$ cat src/rtl/fwd_scoreboard.sv
// fwd_scoreboard: EX operand forwarding from MA/WB tags with load-use stall and stall statistics
module fwd_scoreboard #(
  parameter int NPORT = 2,
  parameter int DW = 32,
  parameter int RW = 5,
  parameter bit LOAD_FWD_MA = 1'b0
) (
  input  logic                clk,
  input  logic                rst_n,
  input  logic                ex_valid,
  input  logic [RW-1:0]       ex_rd,
  input  logic                ex_wen,
  input  logic                ex_load,
  input  logic [NPORT*RW-1:0] ex_src,
  input  logic [NPORT*DW-1:0] ex_rf_data,
  input  logic [DW-1:0]       ma_val_rf_w_tmp,
  input  logic [DW-1:0]       ma_mem_rdata,
  input  logic [DW-1:0]       wb_val_rf_data_w,
  input  logic                flush,
  input  logic                stat_clr,
  output logic [NPORT*DW-1:0] ex_fwd,
  output logic                ex_stall,
  output logic [NPORT*2-1:0]  fwd_sel,
  output logic [31:0]         stat_stall
);
  logic          ma_v, ma_wen, ma_load, wb_v, wb_wen;
  logic [RW-1:0] ma_rd, wb_rd;
  logic [NPORT-1:0] ld_hit;
  for (genvar p = 0; p < NPORT; p++) begin : g_port
    logic [RW-1:0] src;
    logic          ma_hit, wb_hit;
    logic [1:0]    sel;
    assign src    = ex_src[p*RW +: RW];
    assign ma_hit = ma_v && ma_wen && ma_rd == src && src != '0;
    assign wb_hit = wb_v && wb_wen && wb_rd == src && src != '0;
    assign ld_hit[p] = ma_hit && ma_load && !LOAD_FWD_MA;
    // an unforwardable load hit falls back to RF data; the stall discards it anyway
    assign sel = ma_hit ? (ma_load ? (LOAD_FWD_MA ? 2'd3 : 2'd0) : 2'd1) : wb_hit ? 2'd2 : 2'd0;
    assign fwd_sel[p*2 +: 2] = sel;
    assign ex_fwd[p*DW +: DW] = src == '0 ? '0 :
                                sel == 2'd1 ? ma_val_rf_w_tmp :
                                sel == 2'd2 ? wb_val_rf_data_w :
                                sel == 2'd3 ? ma_mem_rdata : ex_rf_data[p*DW +: DW];
  end
  assign ex_stall = ex_valid && |ld_hit;
  always_ff @(posedge clk or negedge rst_n)
    if (!rst_n) begin
      ma_v    <= 1'b0;
      ma_rd   <= '0;
      ma_wen  <= 1'b0;
      ma_load <= 1'b0;
      wb_v    <= 1'b0;
      wb_rd   <= '0;
      wb_wen  <= 1'b0;
    end else begin
      ma_v    <= !flush && ex_valid && !ex_stall;
      ma_rd   <= ex_rd;
      ma_wen  <= ex_wen;
      ma_load <= ex_load;
      wb_v    <= !flush && ma_v;
      wb_rd   <= ma_rd;
      wb_wen  <= ma_wen;
    end
  always_ff @(posedge clk or negedge rst_n)
    if (!rst_n) stat_stall <= '0;
    else if (stat_clr) stat_stall <= '0;
    else if (ex_stall && stat_stall != 32'hFFFF_FFFF) stat_stall <= stat_stall + 32'd1;
endmodule

$ cat config.mk
export PLATFORM = sky130hd
export DESIGN_NAME = fwd_scoreboard
export DESIGN_NICKNAME = d
export VERILOG_FILES = /design/src/rtl/fwd_scoreboard.sv
export SDC_FILE = /design/constraint.sdc
export NUM_CORES = 1
export LEC_CHECK = 0
export CAP_MARGIN = 15
export CORE_AREA = 2 2 109 111
export CTS_CLUSTER_DIAMETER = 40
export DETAILED_ROUTE_END_ITERATION = 12
export DIE_AREA = 0 0 111 113
export PLACE_DENSITY_LB_ADDON = 0.1
export SLEW_MARGIN = 10
export SYNTH_ARGS = -nofsm -noshare
export SYNTH_HDL_FRONTEND = slang
export SYNTH_SLANG_ARGS = --single-unit
$ cat constraint.sdc
create_clock -name clk -period 3.6 [get_ports clk]
set_clock_uncertainty 0.05 [all_clocks]
set_input_delay 0.54 -clock clk [delete_from_list [all_inputs] [get_ports clk]]
set_output_delay 0.54 -clock clk [all_outputs]
set_load 0.01 [all_outputs]
-- Yosys cells after proc, flatten, opt, wreduce, memory -nomap -nowiden
Index checks and enable logic that the tools add are counted.
- add/subtract/negate cells: 1
- $mul: 0
- div/mod/pow operators: 0
- magnitude comparators: 0
- eq/ne operators: 11
- shift operators: 0
- multiplexer cells: 15
- bitwise logic cells: 0
- reduce and logical (&&, ||, !) cells: 25
- operator list (operator ; number):
    two-way mux 32 bit ; 10
    adder 32 x 1 -> 32 bit (second input constant) ; 1
    != test 32 bit (second input constant) ; 1
    equality test 5 bit ; 4
    logical AND 1 bit ; 17
    zero test 5 bit ; 2
    nonzero test 5 bit ; 2
    equality test 2 bit (second input constant) ; 4
    two-way mux 2 bit ; 4
    equality test 2 x 1 -> 1 bit (second input constant) ; 2
    zero test 1 bit ; 2
    nonzero test 2 bit ; 1
    OR reduction 2 bit ; 1
    two-way mux 1 bit ; 1
- flip-flop bits (word level): 47
- latch bits: 0
- memory bits (writable): 0
- ROM bits: 0
- bits of input ports: 182
- logic and storage cells: 60
- memories: 0

-- Longest topological paths before layout
Gate-level depths: netlist of the first run.
- depth after elaboration: 10
- mapped depth: 9
- gate-level depth less buffers: 7

-- Worst setup path before layout of the first run
Ideal clock, no wire load.
- path kind: input -> output
- start: input port ex_src[0]
- end: output port ex_fwd[10]
- arrival time: 2.373 ns
- setup slack: 0.637 ns
- cell stages on the path: 7
- path buffers: 1
- cell sequence: or4_4 > nor2_8 > nor3_2 > nor4_4 > buf_6 > mux2i_1 > a211oi_2
- longest elaborated chain between the ends: 10
- RTL lines (element ; RTL line ; RTL):
    start, declared ; 14 ; input logic [NPORT*RW-1:0] ex_src,
    equality test 5 bit ; 35 ; assign wb_hit = wb_v && wb_wen && wb_rd == src && src != '0;
    logical AND 1 bit (2 in series) ; 35 ;
    two-way mux 2 bit (2 in series) ; 38 ; assign sel = ma_hit ? (ma_load ? (LOAD_FWD_MA ? 2'd3 : 2'd0) : 2'd1) : wb_hit ? 2'd2 : 2'd0;
    equality test 2 bit ; 43 ; sel == 2'd3 ? ma_mem_rdata : ex_rf_data[p*DW +: DW];
    two-way mux 32 bit ; 43 ;
    two-way mux 32 bit ; 42 ; sel == 2'd2 ? wb_val_rf_data_w :
    two-way mux 32 bit ; 41 ; sel == 2'd1 ? ma_val_rf_w_tmp :
    two-way mux 32 bit * ; 40 ; assign ex_fwd[p*DW +: DW] = src == '0 ? '0 :
    end, declared ; 21 ; output logic [NPORT*DW-1:0] ex_fwd,
Mark *: on every way between the ends. The rest lies on a longest branch, timed or not.

-- Worst setup path after layout of the first run
- start: input port ex_src[0]
- end: output port ex_fwd[21]
The elaborated chain is that of the path after synthesis.

==> metrics.md, run 1 <==
| Metric | Value |
|---|---|
| # fillers | 999 |
| Die area | 12,500 um2 |
| Worst-Margin Slew | 1.05 ns |
| Reg area | 1180 um2 |
| Gate Count Post-Synth | 485 |
| Fin. max-slew vios | 0 |
| Maximum vdd drop | 0.242 mV |
| Die H | 113 um |
| Layer with the highest usage | met2 |
| Crit. Startpoint | ex_src[0] |
| PnR Total Power | 0.00143 W |
| Crit path capture type | output port |
| Antenna-violating nets left | 0 |
| Yosys warnings | 0 |
| Crit Path Max Fanout | 4 |
| Core area | 11,300 um2 |
| Final period util | 95.4% |
| Area fraction of the dominant cell type after synthesis | 29.6% |
| HPWL Detailed | 13.0 mm |
| Data arrival, critical path | 2.85 ns |
| Die X | 111 um |
| Setup violators final | 0 |
| Buf+Inv Stages, Crit Path | 5 |
| CTS max path bufs | 2 |
| First-pass GRT wire length | 26.6 mm |
| Compound-Gate Fraction of Synth Area | 28.1% |
| H-tree depth | 2 |
| Vias/cell | 5.49 |
| Area occupied by multi-input gates | 2670 um2 |
| Gr usage total | 25.9% |
| CTS Buf Count | 5 |
| Critical Path Sink | ex_fwd[21] |
| Synth unique cells | 45 |
| Routability-driven placement congestion ratio | 0.930 |
| GR Layer Usage met3 | 3.54% |
| Share of cells above drive strength 1 | 18.2% |
| Simple-Gate Fraction of Synth Area | 23.8% |
| CTS tree | done |
| Remaining DRCs | 0 |
| Final WL | 17.2 mm |
| Post-DR wirelength/cell | 19.1 um |
| Core Util, Final | 63.2% |
| Sequential cell area fraction in the yosys report | 29.6% |
| M2 GR Usage | 46.6% |
| Max_slew headroom | 30.2% |
| Grt met1 use | 32.0% |
| Rows | 39 |
| Worst reg2reg startpoint | ma_rd[1]$_DFF_PN0_ |
| Syn Area/Cell | 8.19 um2 |
| Clk sink count | 47 |
| CP cell instances | dlygate4sd2_1 > or4_4 > nor2_8 > nor3_2 > nor4_4 > buf_4 > clkbuf_16 > buf_4 > mux2i_2 > a211oi_2 > clkdlybuf4s15_2 |
| Total global routing overflow | 0 |
| R2R depth | 8 |
| Synth Flop Type | dfrtp_1 |
| Final net count | 936 |
| Setup slack, reg-to-reg | 0.92 ns |
| Main combinational cell family by area after synthesis | compound AO/OA/AOI/OAI gates |
| Yosys top cell by area | dfrtp_1 |
| PwrDens | 201 nW/um2 |
| Crit path kind | input port to output port |
| Most frequent cells after synthesis | a21oi_1, nand2_1, dfrtp_1 |
| Port Buffers | 250 |
| Fin. Hold Viols | 0 |
| Critical path depth in cells | 11 |
| Post-Syn Area | 3970 um2 |
| XOR/XNOR Fraction of Synth Area | 4.63% |
| Ys async rst share | 100% |
| Slowest stage delay, CP | 0.58 ns |
| Yosys reg bits | 47 |
| Largest net degree at the start of global routing | 48 |
| Critical R2R Capture | stat_stall[12]$_DFFE_PN0P_ |
| TritonRoute pass-1 iters | 4 |
| Initial Util | 35.3% |
| Crit path top cell by count | buf_4 |
| Top cells by area, synth | dfrtp_1, a211oi_2, mux2i_1 |
| Via count | 4,932 |
| IO Pins | 283 |
| Status | finished, final reports clean |
| Vias in the first global route | 4,903 |
| Area growth syn-to-layout | 79.3% |
| DR iter-0 viols | 335 |
| Post-synth EDFFs | 0 |
| Critical path's top delay family | simple AND/OR/NAND/NOR gates |
| Most instantiated library cell after synthesis | a21oi_1 |
| Leak | 2.84 nW |
| Adder-Cell Fraction of Synth Area | 0.315% |
| Tmin final | 3.44 ns |
| Multiplexer share of the synthesized area | 8.63% |
| Syn nets | 668 |
| Root Buffer Master | clkbuf_16 |
| # Max-Cap Violations | 0 |
| Unrepaired setup endpoints after global routing | no |
| Initial antenna violation count | 1 |
| HP Class | register to register |
| CP Launch Type | input port |
| Slowest-stage cell, CP | or4_4 |
| Clk slew on worst S/H paths | 0.07 ns |
| Clock Latency Late Sink | 0.29 ns |
| Fmax | 291 MHz |
| Worst endpoint required time | 3.01 ns |
state kept, by name (all words and copies together), names as in the netlist:
register / count
stat_stall: 32
ma_rd: 5
wb_rd: 5
ma_load: 1
ma_v: 1
ma_wen: 1
wb_v: 1
wb_wen: 1
logic make-up (layout without fill, tap and decap cells):
family | Yosys count | in the layout
other cells | 0 | 2
flops | 47 | 47
fa+ha+maj | 1 | 1
buf+inv | 45 | 314
xor+xnor | 21 | 21
simple gates | 180 | 180
compound gates | 157 | 157
mux | 34 | 34
power by group:
part | total, W | switching, W | internal, W
registers | 0.000544 | 0.00000816 | 0.000536
clock network | 0.000477 | 0.000212 | 0.000265
logic | 0.000408 | 0.000156 | 0.000252
worst reg2reg max path: stages, from the launching register on:
cell	delay (ns)
dfrtp_1	0.42
xnor2_1	0.20
nand4_1	0.25
buf_4	0.22
nor3_1	0.29
o21ai_1	0.17
buf_4	0.24
nor4b_1	0.37
mux2_1	0.35
worst min-delay path by stage:
stage                           startpoint                 to  slack, ns  cells after the start
final                     ma_wen$_DFF_PN0_   wb_wen$_DFF_PN0_       0.37                      0
after global routing      ma_wen$_DFF_PN0_   wb_wen$_DFF_PN0_       0.39                      0
after CTS                 ma_wen$_DFF_PN0_   wb_wen$_DFF_PN0_       0.37                      0
after detailed placement  ma_wen$_DFF_PN0_   wb_wen$_DFF_PN0_       0.36                      0
after global placement    ma_wen$_DFF_PN0_   wb_wen$_DFF_PN0_       0.34                      0
after floorplan                      rst_n  ma_load$_DFF_PN0_       0.19                      0
metrics by stage:
stage | hold WS, ns | instance area [um2] | setup slack, ns | setup TNS, ns | cells
5_1_grt | 0.386 | 7120 | 0.0829 | 0 | 898
6_report | 0.367 | 7130 | 0.164 | 0 | 899
4_1_cts | 0.371 | 7040 | 0.00454 | 0 | 895
2_1_floorplan | 0.194 | 3970 | 0.637 | 0 | 485
3_5_place_dp | 0.355 | 6910 | -0.332 | -9.20 | 881
3_3_place_gp | 0.339 | 6910 | -0.266 | -7.13 | 881
per-layer routing:
metal  wire [um]  part of all wire, %  up-vias
met5           0                    0        -
met4         565                  3.3        0
met3         890                  5.2       37
met2        8710                   51      200
met1        7000                   41     2348
li1            -                    -     2347
placed cells by master (no fill, tap or decap), types with 2 or more instances in the layout:
cell type / count
a211oi_1: 2
a211oi_2: 30
a21oi_1: 60
a22oi_1: 32
and2_1: 6
and3_1: 4
and4_1: 3
buf_12: 11
buf_2: 23
buf_4: 37
clkbuf_16: 6
clkbuf_2: 5
clkdlybuf4s15_2: 2
clkdlybuf4s50_1: 191
dfrtp_1: 47
diode_2: 2
dlygate4sd2_1: 11
dlymetal6s2s_1: 17
inv_1: 6
mux2_1: 2
mux2i_1: 24
mux2i_2: 8
nand2_1: 49
nand3_1: 13
nand4_1: 14
nor2_1: 41
nor3_2: 2
nor3b_1: 2
nor4_1: 4
nor4_2: 2
nor4_4: 2
nor4b_1: 2
o21ai_0: 23
o21ai_1: 4
o31ai_1: 2
or3_1: 25
or4_1: 2
xnor2_1: 16
xor2_1: 5
area by class of cell:
type | instances | area share (%)
diodes | 2 | 0.0702
clock buffers | 5 | 1.76
clock inverters | 3 | 0.386
repair buffers | 299 | 40.9
flip-flops and latches | 47 | 16.5
well taps | 143 | 2.51
multi-input cells | 393 | 37.5
inverters | 7 | 0.369
repair_timing:
item | CTS | global route
buffers inserted | 5 | 2
hold buffers | 0 | 0
gates cloned | 1 | 0
endpoints found under the setup margin | 61 | 52
gates resized for setup | 123 | 32
pin swaps | 5 | 7
Power figures use the tool's default switching activity.
==> run 2: changes to the inputs <==
--- a/config.mk
+++ b/config.mk
@@ -6,10 +6,10 @@
 export NUM_CORES = 1
 export LEC_CHECK = 0
 export CAP_MARGIN = 15
-export CORE_AREA = 2 2 109 111
+export CORE_UTILIZATION = 32
 export CTS_CLUSTER_DIAMETER = 40
 export DETAILED_ROUTE_END_ITERATION = 12
-export DIE_AREA = 0 0 111 113
+export HOLD_SLACK_MARGIN = 0.15
 export PLACE_DENSITY_LB_ADDON = 0.1
 export SLEW_MARGIN = 10
 export SYNTH_ARGS = -nofsm -noshare
==> constraint.sdc (replaced) <==
create_clock -name clk -period 3.1 [get_ports clk]
set_clock_uncertainty 0.05 [all_clocks]
set_input_delay 0.465 -clock clk [delete_from_list [all_inputs] [get_ports clk]]
set_output_delay 0.465 -clock clk [all_outputs]
set_load 0.01 [all_outputs]
==> metrics.md, run 2 (synthesis gave the netlist of run 1 again) <==
| Metric | Value |
|---|---|
| Status | finished, final reports clean (unchanged) |
| Slowest-stage cell, CP | or4_4 (unchanged) |
| CTS max path bufs | 2 (unchanged) |
| Worst endpoint required time | 2.58 ns (was 3.01 ns) |
| Antenna-violating nets left | 0 (unchanged) |
| Fin. Hold Viols | 0 (unchanged) |
| Post-DR wirelength/cell | 19.0 um (was 19.1 um) |
| Clk sink count | 47 (unchanged) |
| HP Class | register to register (unchanged) |
| TritonRoute pass-1 iters | 5 (was 4) |
| Final WL | 17.7 mm (was 17.2 mm) |
| Critical path's top delay family | simple AND/OR/NAND/NOR gates (unchanged) |
| Placed cell area | 6850 um2 (was 6910 um2) |
| Worst-Margin Slew | 0.655 ns (was 1.05 ns) |
| PwrDens | 231 nW/um2 (was 201 nW/um2) |
| Max FFs per register | 32 (unchanged) |
| CP cell instances | dlygate4sd2_1 > or4_4 > nor2_8 > nor3_4 > nor4_4 > buf_6 > buf_12 > mux2i_2 > a211oi_2 > buf_2 (was dlygate4sd2_1 > or4_4 > nor2_8 > nor3_2 > nor4_4 > buf_4 > clkbuf_16 > buf_4 > mux2i_2 > a211oi_2 > clkdlybuf4s15_2) |
| Initial Util | 32.9% (was 35.3%) |
| Initial antenna violation count | 0 (was 1) |
| Core area | 12,100 um2 (was 11,300 um2) |
| Final period util | 98.3% |
| # Max-Cap Violations | 0 (unchanged) |
| Biggest regs | stat_stall (32), ma_rd (5), wb_rd (5) (unchanged) |
| Crit Path Max Fanout | 8 (was 4) |
| Critical hold path startpoint | ma_wen$_DFF_PN0_ (unchanged) |
| H-tree depth | 2 (unchanged) |
| Share of cells above drive strength 1 | 25.6% (was 18.2%) |
| Via count | 4,990 (was 4,932) |
| Gr usage total | 26.1% (was 25.9%) |
| Setup violators final | 0 (unchanged) |
| Largest net degree at the start of global routing | 48 (unchanged) |
| Vias/cell | 5.36 (was 5.49) |
| Biggest register | stat_stall (unchanged) |
| Tmin final | 3.05 ns |
| Leading cell type in the layout, fill and taps excluded | clkdlybuf4s50_1 (unchanged) |
| Area growth syn-to-layout | 82.9% (was 79.3%) |
| CTS tree | done (unchanged) |
| Max_slew headroom | 56.2% (was 30.2%) |
| Data arrival, critical path | 2.53 ns (was 2.85 ns) |
| Total global routing overflow | 0 (unchanged) |
| Port Buffers | 250 (unchanged) |
| Fin. max-slew vios | 0 (unchanged) |
| Clk slew on worst S/H paths | 0.07 ns (about the same) |
| CP Launch Type | input port (unchanged) |
| Remaining DRCs | 0 (unchanged) |
| Crit path capture type | output port (unchanged) |
| Worst reg2reg startpoint | ma_rd[4]$_DFF_PN0_ (was ma_rd[1]$_DFF_PN0_) |
| IO Pins | 283 (unchanged) |
| Clock Latency Late Sink | 0.29 ns (about the same) |
| HPWL Detailed | 12.6 mm (was 13.0 mm) |
| Final net count | 944 (was 936) |
| Vias in the first global route | 4,901 (was 4,903) |
| Crit. Startpoint | ex_src[0] (unchanged) |
| Maximum vdd drop | 0.332 mV (was 0.242 mV) |
| Die X | 113 um (was 111 um) |
| Leak | 2.82 nW (was 2.84 nW) |
| Routability-driven placement congestion ratio | 0.869 (was 0.930) |
| CTS Buf Count | 5 (unchanged) |
| Die area | 12,900 um2 (was 12,500 um2) |
| Unrepaired setup endpoints after global routing | no (unchanged) |
| DR iter-0 viols | 297 (was 335) |
| Root Buffer Master | clkbuf_16 (unchanged) |
| PnR Total Power | 0.00168 W (was 0.00143 W) |
| Buf+Inv Stages, Crit Path | 4 (was 5) |
| Slowest stage delay, CP | 0.46 ns (was 0.58 ns) |
| Die H | 113 um (about the same) |
| Most frequent cells in the layout | clkdlybuf4s50_1, a21oi_1, nand2_1 (unchanged) |
| Crit path kind | input port to output port (unchanged) |
| First-pass GRT wire length | 26.5 mm (was 26.6 mm) |
| Fmax | 328 MHz |
| Rows | 40 (was 39) |
| Design area | 7270 um2 (was 7130 um2) |
run 2: where the power goes:
part           internal, W  switching [W]  total [W]
logic             0.000297       0.000192   0.000489
clock network     0.000308       0.000248   0.000555
registers         0.000623     0.00000971   0.000632
run 2: area by class of cell:
cell class	count	area, um2
fill	1090	4790
antenna	1	2.50
multi-input combinational	393	2790
inverter	7	26.3
tap	168	210
timing repair buffer	307	2910
sequential	47	1180
clock buffer	5	125
clock inverter	3	27.5
run 2: stage by stage:
stage | hold WS [ns] | utilization [%] | instances | setup slack (ns) | TNS (ns)
CTS | 0.355 | 59.5 | 923 | -0.0444 | -0.187
finish | 0.351 | 60.3 | 931 | 0.0514 | 0
global placement | 0.339 | 56.8 | 902 | -0.612 | -30.64
global route | 0.381 | 60.2 | 930 | 0.00657 | 0
detailed placement | 0.341 | 56.8 | 902 | -0.652 | -33.42
floorplan | 0.119 | - | 485 | 0.287 | 0
run 2: final timing paths:
kind	endpoint	slack, ns	depth (start not counted)
worst min register to register	wb_wen$_DFF_PN0_	0.35	0
min in group asynchronous	stat_stall[22]$_DFFE_PN0P_	0.58	2
worst max-delay path	ex_fwd[12]	0.05	10
worst min-delay path	wb_wen$_DFF_PN0_	0.35	0
worst max register to register	stat_stall[12]$_DFFE_PN0P_	0.49	10
max in group asynchronous	ma_load$_DFF_PN0_	1.91	3
run 2: what timing repair did:
action,in CTS,in global routing
gates resized for setup,288,31
pin swaps,13,9
cloned,6,0
setup endpoints to repair,69,61
hold buffers,0,1
buffers inserted,8,7
endpoints found under the hold margin,0,15
run 2: routing by layer:
layer,vias to the layer above,global-route usage (%),wire length (um)
met1,2393,30.9,7090
li1,2366,-,-
met2,201,46.7,8950
met5,-,0,0
met4,0,8.68,414
met3,30,5.69,1250
==> run 3: changes to the inputs <==
--- a/config.mk
+++ b/config.mk
@@ -11,7 +11,6 @@
 export DETAILED_ROUTE_END_ITERATION = 12
 export HOLD_SLACK_MARGIN = 0.15
 export PLACE_DENSITY_LB_ADDON = 0.1
-export SLEW_MARGIN = 10
 export SYNTH_ARGS = -nofsm -noshare
 export SYNTH_HDL_FRONTEND = slang
 export SYNTH_SLANG_ARGS = --single-unit
==> metrics.md, run 3 (synthesis gave the netlist of run 1 again) <==
| Metric | Value |
|---|---|
| Buf+Inv Stages, Crit Path | 4 (unchanged) |
| Post-DR wirelength/cell | 19.0 um (about the same) |
| Reg power frac | 37.7% (about the same) |
| Fin. max-slew vios | 0 (unchanged) |
| Data arrival, critical path | 2.53 ns (about the same) |
| Leak | 2.82 nW (unchanged) |
| Biggest register | stat_stall (unchanged) |
| Maximum vdd drop | 0.335 mV (was 0.332 mV) |
| Total global routing overflow | 0 (unchanged) |
| Share of cells above drive strength 1 | 25.6% (unchanged) |
| Biggest regs | stat_stall (32), ma_rd (5), wb_rd (5) (unchanged) |
| P_int | 0.00123 W (about the same) |
| TritonRoute pass-1 iters | 5 (unchanged) |
| Worst Hold Path EP | wb_wen$_DFF_PN0_ (unchanged) |
| Placed cell area | 6850 um2 (unchanged) |
| Clk sink count | 47 (unchanged) |
| Sw frac | 26.8% (about the same) |
| Largest net degree at the start of global routing | 48 (unchanged) |
| Critical path's top delay family | simple AND/OR/NAND/NOR gates (unchanged) |
| Critical hold path startpoint | ma_wen$_DFF_PN0_ (unchanged) |
| Vias in the first global route | 4,901 (unchanged) |
| Clk slew on worst S/H paths | 0.07 ns (about the same) |
| CP Launch Type | input port (unchanged) |
| Port Buffers | 250 (unchanged) |
| Slowest-stage cell, CP | or4_4 (unchanged) |
| IO Pins | 283 (unchanged) |
| Final WS setup | 0.0520 ns (was 0.0514 ns) |
| CTS Buf Count | 5 (unchanged) |
| Crit Path Max Fanout | 8 (unchanged) |
| Root Buffer Master | clkbuf_16 (unchanged) |
| Worst endpoint required time | 2.58 ns (about the same) |
| PnR Total Power | 0.00168 W (about the same) |
| Crit path capture type | output port (unchanged) |
| Critical R2R Capture | stat_stall[12]$_DFFE_PN0P_ (unchanged) |
| Status | finished, final reports clean (unchanged) |
| Gr usage total | 26.1% (unchanged) |
| Antenna-violating nets left | 0 (unchanged) |
| Initial antenna violation count | 0 (unchanged) |
| Setup slack, reg-to-reg | 0.49 ns (about the same) |
| HPWL Detailed | 12.6 mm (unchanged) |
| Tmin final | 3.05 ns (about the same) |
| Core Util, Final | 60.3% (unchanged) |
| Clock Latency Late Sink | 0.29 ns (about the same) |
| Hold depth | 0 (unchanged) |
| Rows | 40 (unchanged) |
| First-pass GRT wire length | 26.5 mm (unchanged) |
| Worst reg2reg startpoint | ma_rd[4]$_DFF_PN0_ (unchanged) |
| Final net count | 944 (unchanged) |
| Area growth syn-to-layout | 82.9% (unchanged) |
| Die X | 113 um (unchanged) |
| Leading cell type in the layout, fill and taps excluded | clkdlybuf4s50_1 (unchanged) |
| DR iter-0 viols | 349 (was 297) |
| Initial Util | 32.9% (unchanged) |
| Via count | 4,982 (was 4,990) |
| R2R depth | 10 (unchanged) |
| Setup violators final | 0 (unchanged) |
| Die area | 12,900 um2 (unchanged) |
| Crit path kind | input port to output port (unchanged) |
| Max_slew headroom | 56.7% (was 56.2%) |
| Vias/cell | 5.35 (was 5.36) |
| HP Class | register to register (unchanged) |
| Die H | 113 um (unchanged) |
| Fmax | 328 MHz (about the same) |
| Max FFs per register | 32 (unchanged) |
| Combinational share of power | 29.1% (about the same) |
| Remaining DRCs | 0 (unchanged) |
| # fillers | 1,091 (was 1,090) |
| Design area | 7270 um2 (unchanged) |
| Clock share of power | 33.2% (was 33.1%) |
| Unrepaired setup endpoints after global routing | no (unchanged) |
| CTS tree | done (unchanged) |
| Routability-driven placement congestion ratio | 0.869 (unchanged) |
| Worst-Margin Slew | 0.647 ns (was 0.655 ns) |
| Core area | 12,100 um2 (unchanged) |
| Final period util | 98.3% (about the same) |
| CP cell instances | dlygate4sd2_1 > or4_4 > nor2_8 > nor3_4 > nor4_4 > buf_6 > buf_12 > mux2i_2 > a211oi_2 > buf_2 (unchanged) |
| # Max-Cap Violations | 0 (unchanged) |
| Most frequent cells in the layout | clkdlybuf4s50_1, a21oi_1, nand2_1 (unchanged) |
| Slowest stage delay, CP | 0.46 ns (about the same) |
| PwrDens | 231 nW/um2 (about the same) |
| H-tree depth | 2 (unchanged) |
| Final WL | 17.7 mm (about the same) |
| NetSw | 0.000449 W (about the same) |
| Worst slack at placement | -0.652 ns (unchanged) |
| CTS max path bufs | 2 (unchanged) |
| Setup TNS | 0 ns (unchanged) |
| Fin. Hold Viols | 0 (unchanged) |
## run 3: timing repair
item,4_1_cts,5_1_grt
buffers inserted,8,7
hold buffers,0,1
pin swaps,13,9
resized for setup,288,31
gates cloned,6,0
endpoints found under the setup margin,69,61
endpoints found under the hold margin,0,8
## run 3: power by group through the flow
| stage | Clock [W] | Combinational, W | Sequential [W] |
|---|---|---|---|
| after floorplan | 0 | 0.000140 | 0.000642 |
| after global placement | 0 | 0.000493 | 0.000644 |
| after detailed placement | 0 | 0.000498 | 0.000644 |
| after CTS | 0.000572 | 0.000476 | 0.000632 |
| after global routing | 0.000597 | 0.000516 | 0.000634 |
| final | 0.000556 | 0.000488 | 0.000632 |
## run 3: stage by stage
step	cells	hold slack (ns)
after floorplan	485	0.119
after global placement	902	0.339
after detailed placement	902	0.341
after CTS	923	0.355
after global routing	930	0.381
final	931	0.351
## run 3: worst reg2reg max path: cells and delay by family, from the launching register on
family | cells | cell delay (ns)
simple gates | 3 | 0.70
buf+inv | 4 | 0.68
flops | 1 | 0.43
mux | 1 | 0.36
xor+xnor | 1 | 0.20
compound gates | 1 | 0.09
## run 3: layer usage
layer | vias up | routed length [um] | track usage [%]
li1 | 2364 | - | -
met1 | 2381 | 7130 | 30.9
met2 | 201 | 8870 | 46.7
met3 | 36 | 1210 | 5.69
met4 | 0 | 490 | 8.68
met5 | - | 0 | 0
## run 3: layout make-up
type                    instances  area, um2  share of cell area (%)
multi-input cells             393       2790                    38.4
repair buffers                307       2910                    40.0
inverters                       7       26.3                   0.361
clock inverters                 3       27.5                   0.379
diodes                          1       2.50                  0.0344
well taps                     168        210                    2.89
flip-flops and latches         47       1180                    16.2
clock buffers                   5        125                    1.72
## run 3: how the worst max path moves through the flow
stage	start	cells after the start	slack (ns)	endpoint
after floorplan	ex_src[0]	7	0.29	ex_fwd[10]
after global placement	ex_src[0]	9	-0.61	ex_fwd[1]
after detailed placement	ex_src[0]	9	-0.65	ex_fwd[1]
after CTS	ex_src[9]	9	-0.04	ex_fwd[32]
after global routing	ex_src[0]	10	0.007	ex_fwd[12]
final	ex_src[0]	10	0.05	ex_fwd[12]
==> RTL edit (flow settings as in run 2) <==
Reset style: synchronous (`rst_n`), changed in 2 clocked blocks.
--- a/src/rtl/fwd_scoreboard.sv
+++ b/src/rtl/fwd_scoreboard.sv
@@ -44,5 +44,5 @@
   end
   assign ex_stall = ex_valid && |ld_hit;
-  always_ff @(posedge clk or negedge rst_n)
+  always_ff @(posedge clk)
     if (!rst_n) begin
       ma_v    <= 1'b0;
@@ -62,5 +62,5 @@
       wb_wen  <= ma_wen;
     end
-  always_ff @(posedge clk or negedge rst_n)
+  always_ff @(posedge clk)
     if (!rst_n) stat_stall <= '0;
     else if (stat_clr) stat_stall <= '0;
Behaviour: differs if rst_n is asserted again (counterexample within 4 cycles, from zero or initial values and one cycle with rst_n low); with rst_n held inactive, the same outputs for 10 cycles.
==> RTL edit against run 2 <==
  * Register-to-register slack improved by 0.08 ns
  * Design area shrank 7.1%
  * Routed wire length barely moved
  * Area after synthesis is 7.1% lower
  * Power fell by 6.2%
  * Worst hold slack improved by 0.044 ns
  * Fmax up 0.93%
  * Setup slack better by 0.028 ns
  * Critical path type unchanged
  * Cell count fell by 1.8%
  * Global-route usage is 1.8 points higher
  * Sequential cell count stayed put
  * First-iteration DRC count increased by 51%
  * Critical endpoint is now ex_fwd[26]
==> RTL edit: results (changes against run 2) <==
drt_first_pass_iters: 6  # +1
antenna_found_initial: 1  # +1
crit_family: "buffers and inverters"
critPathMaxFanout: 5  # -3
placed_area_um2: 6500  # -5.2%
first_global_vias: 4987  # +1.8%
nNetsFinal: 954  # +1.1%
drt-met1-wl_um: 6830  # -3.6%
routed_wl_um: 17700  # about the same
cts_htree_levels: 2  # unchanged
dp_hpwl_um: 12400  # -1.6%
min_from: "ma_wen"
hold_end: "wb_wen"
vias: 5100  # +2.2%
status: "finished clean"
drtIter0Drc: 447  # +51%
synth_cells: 502  # +3.5%
drive_gt1_share_pct: 19.8  # -5.8 points
r2r_start: "stat_stall[9]"
routed_via_density: 5.58  # +4.1%
post_synth_num_cell_types: 54  # +20%
synth_warnings: 0  # unchanged
route.met3.wl_um: 1510  # +21%
p_leak_nw: 2.61  # -7.4%
max_stage_delay_ns: 0.52  # +0.06 ns
max-vdd-ir-drop_uv: 277  # -17%
rrSetupSlack_ns: 0.57  # +0.08 ns
hold_depth: 1  # +1
gp_congestion: 0.810  # -6.7%
clk_pin_slew_ns: 0.06
async_reset_ff_share_pct: 0  # -100 points
synth_area_leaders: "dfxtp_1 25%, a22oi_1 13%, a21oi_1 11%"
worst_pin_slew_ns: 0.645  # -0.00949 ns
wl_met2_um: 8790  # -1.8%
dp_cells: 880  # -2.4%
synth_common_cells: "84 x nand2_1, 80 x a21oi_1, 64 x a22oi_1"
n_fill_cell: 980  # -10%
grt_usage_pct: 27.9  # +1.8 points
grt_pass1_wl_um: 26000  # -1.7%
top_layer_used: "met4"
grt_max_degree: 34  # -29%
place.port_buffers: 250  # unchanged
r2r_cells: 6  # -4
ys_seq_area_share_pct: 25.5  # -4.1 points
r2r_end: "stat_stall[17]"
cp_data_arrival_time_ns: 2.51  # -0.02 ns
cts_buffers: 5  # unchanged
min_path_type: "reg2reg"
cts-root-buf: "clkbuf_16"
synth_fp_nets: 685  # +2.5%
==> RTL edit: changes by cell type in the layout (fill, tap and decap cells not counted), sizes merged, moves of 32 or more <==
cell / before / now
dfrtp: 47 / 0
dfxtp: 0 / 47
nand2: 49 / 84
a211oi: 32 / 0
a22oi: 32 / 64
nor2: 43 / 11
==> RTL edit: how the worst max path moves through the flow <==
stage | from | end | slack (ns) | depth (start not counted)
2_1_floorplan | ex_src[0] | ex_fwd[10] | 0.39 | 8
3_3_place_gp | ex_src[0] | ex_fwd[21] | -0.54 | 10
3_5_place_dp | ex_src[0] | ex_fwd[21] | -0.59 | 10
6_report | ex_src[2] | ex_fwd[26] | 0.08 | 11
5_1_grt | ex_src[7] | ex_fwd[44] | -0.04 | 11
4_1_cts | ex_src[0] | ex_fwd[21] | -0.02 | 11
==> RTL edit: logic make-up after synthesis <==
logic type | Yosys count | share of synthesized area [%]
adders and majority gates | 1 | 0.339
buffers and inverters | 46 | 6.51
and+or+nand+nor | 195 | 28.5
xor gates and xnor gates | 21 | 4.98
DFF | 47 | 25.5
AOI/OAI and AO/OA | 191 | 34.0
muxes | 1 | 0.271
==> RTL edit: layout make-up <==
type                    count  area [um2]  share of cell area [%]
well taps                 140         175                    2.59
flip-flops and latches     47         941                    13.9
multi-input cells         409        2620                    38.8
inverters                   5        18.8                   0.278
repair buffers            303        2840                    42.1
diodes                      2        5.00                  0.0741
clock buffers               5         125                    1.85
clock inverters             3        22.5                   0.334
==> RTL edit: per-stage QoR <==
stage	hold WS [ns]	total power (W)	setup WS (ns)
after floorplan	0.371	0.000748	0.394
after CTS	0.398	0.00158	-0.0235
after global routing	0.410	0.00164	-0.0427
after global placement	0.386	0.00108	-0.536
final	0.395	0.00157	0.0796
after detailed placement	0.382	0.00109	-0.593
==> RTL edit: worst register-to-register path: cells and delay by family (launching register included) <==
family / cells / cell delay [ns]
simple gates: 5 / 1.86
flops: 1 / 0.45
compound gates: 1 / 0.06
==> RTL edit: where the power goes <==
group          total [W]  leakage (nW)  switching (W)  internal (W)
combinational   0.000417          2.15       0.000162      0.000256
clock           0.000535        0.0742       0.000233      0.000302
sequential      0.000621         0.382     0.00000817      0.000612
total            0.00157          2.61       0.000403       0.00117
==> RTL edit: timing repair <==
action | CTS | global route
gates cloned | 7 | 0
setup buffers | 17 | 1
pin swaps | 8 | 8
endpoints found under the setup margin | 68 | 68
resized for setup | 186 | 63
==> RTL edit: metal layers <==
metal / up-vias / GRT usage, %
li1: 2418 / -
met1: 2387 / 33.5
met2: 247 / 47.2
met3: 48 / 6.70
met4: 0 / 12.4
met5: - / 0
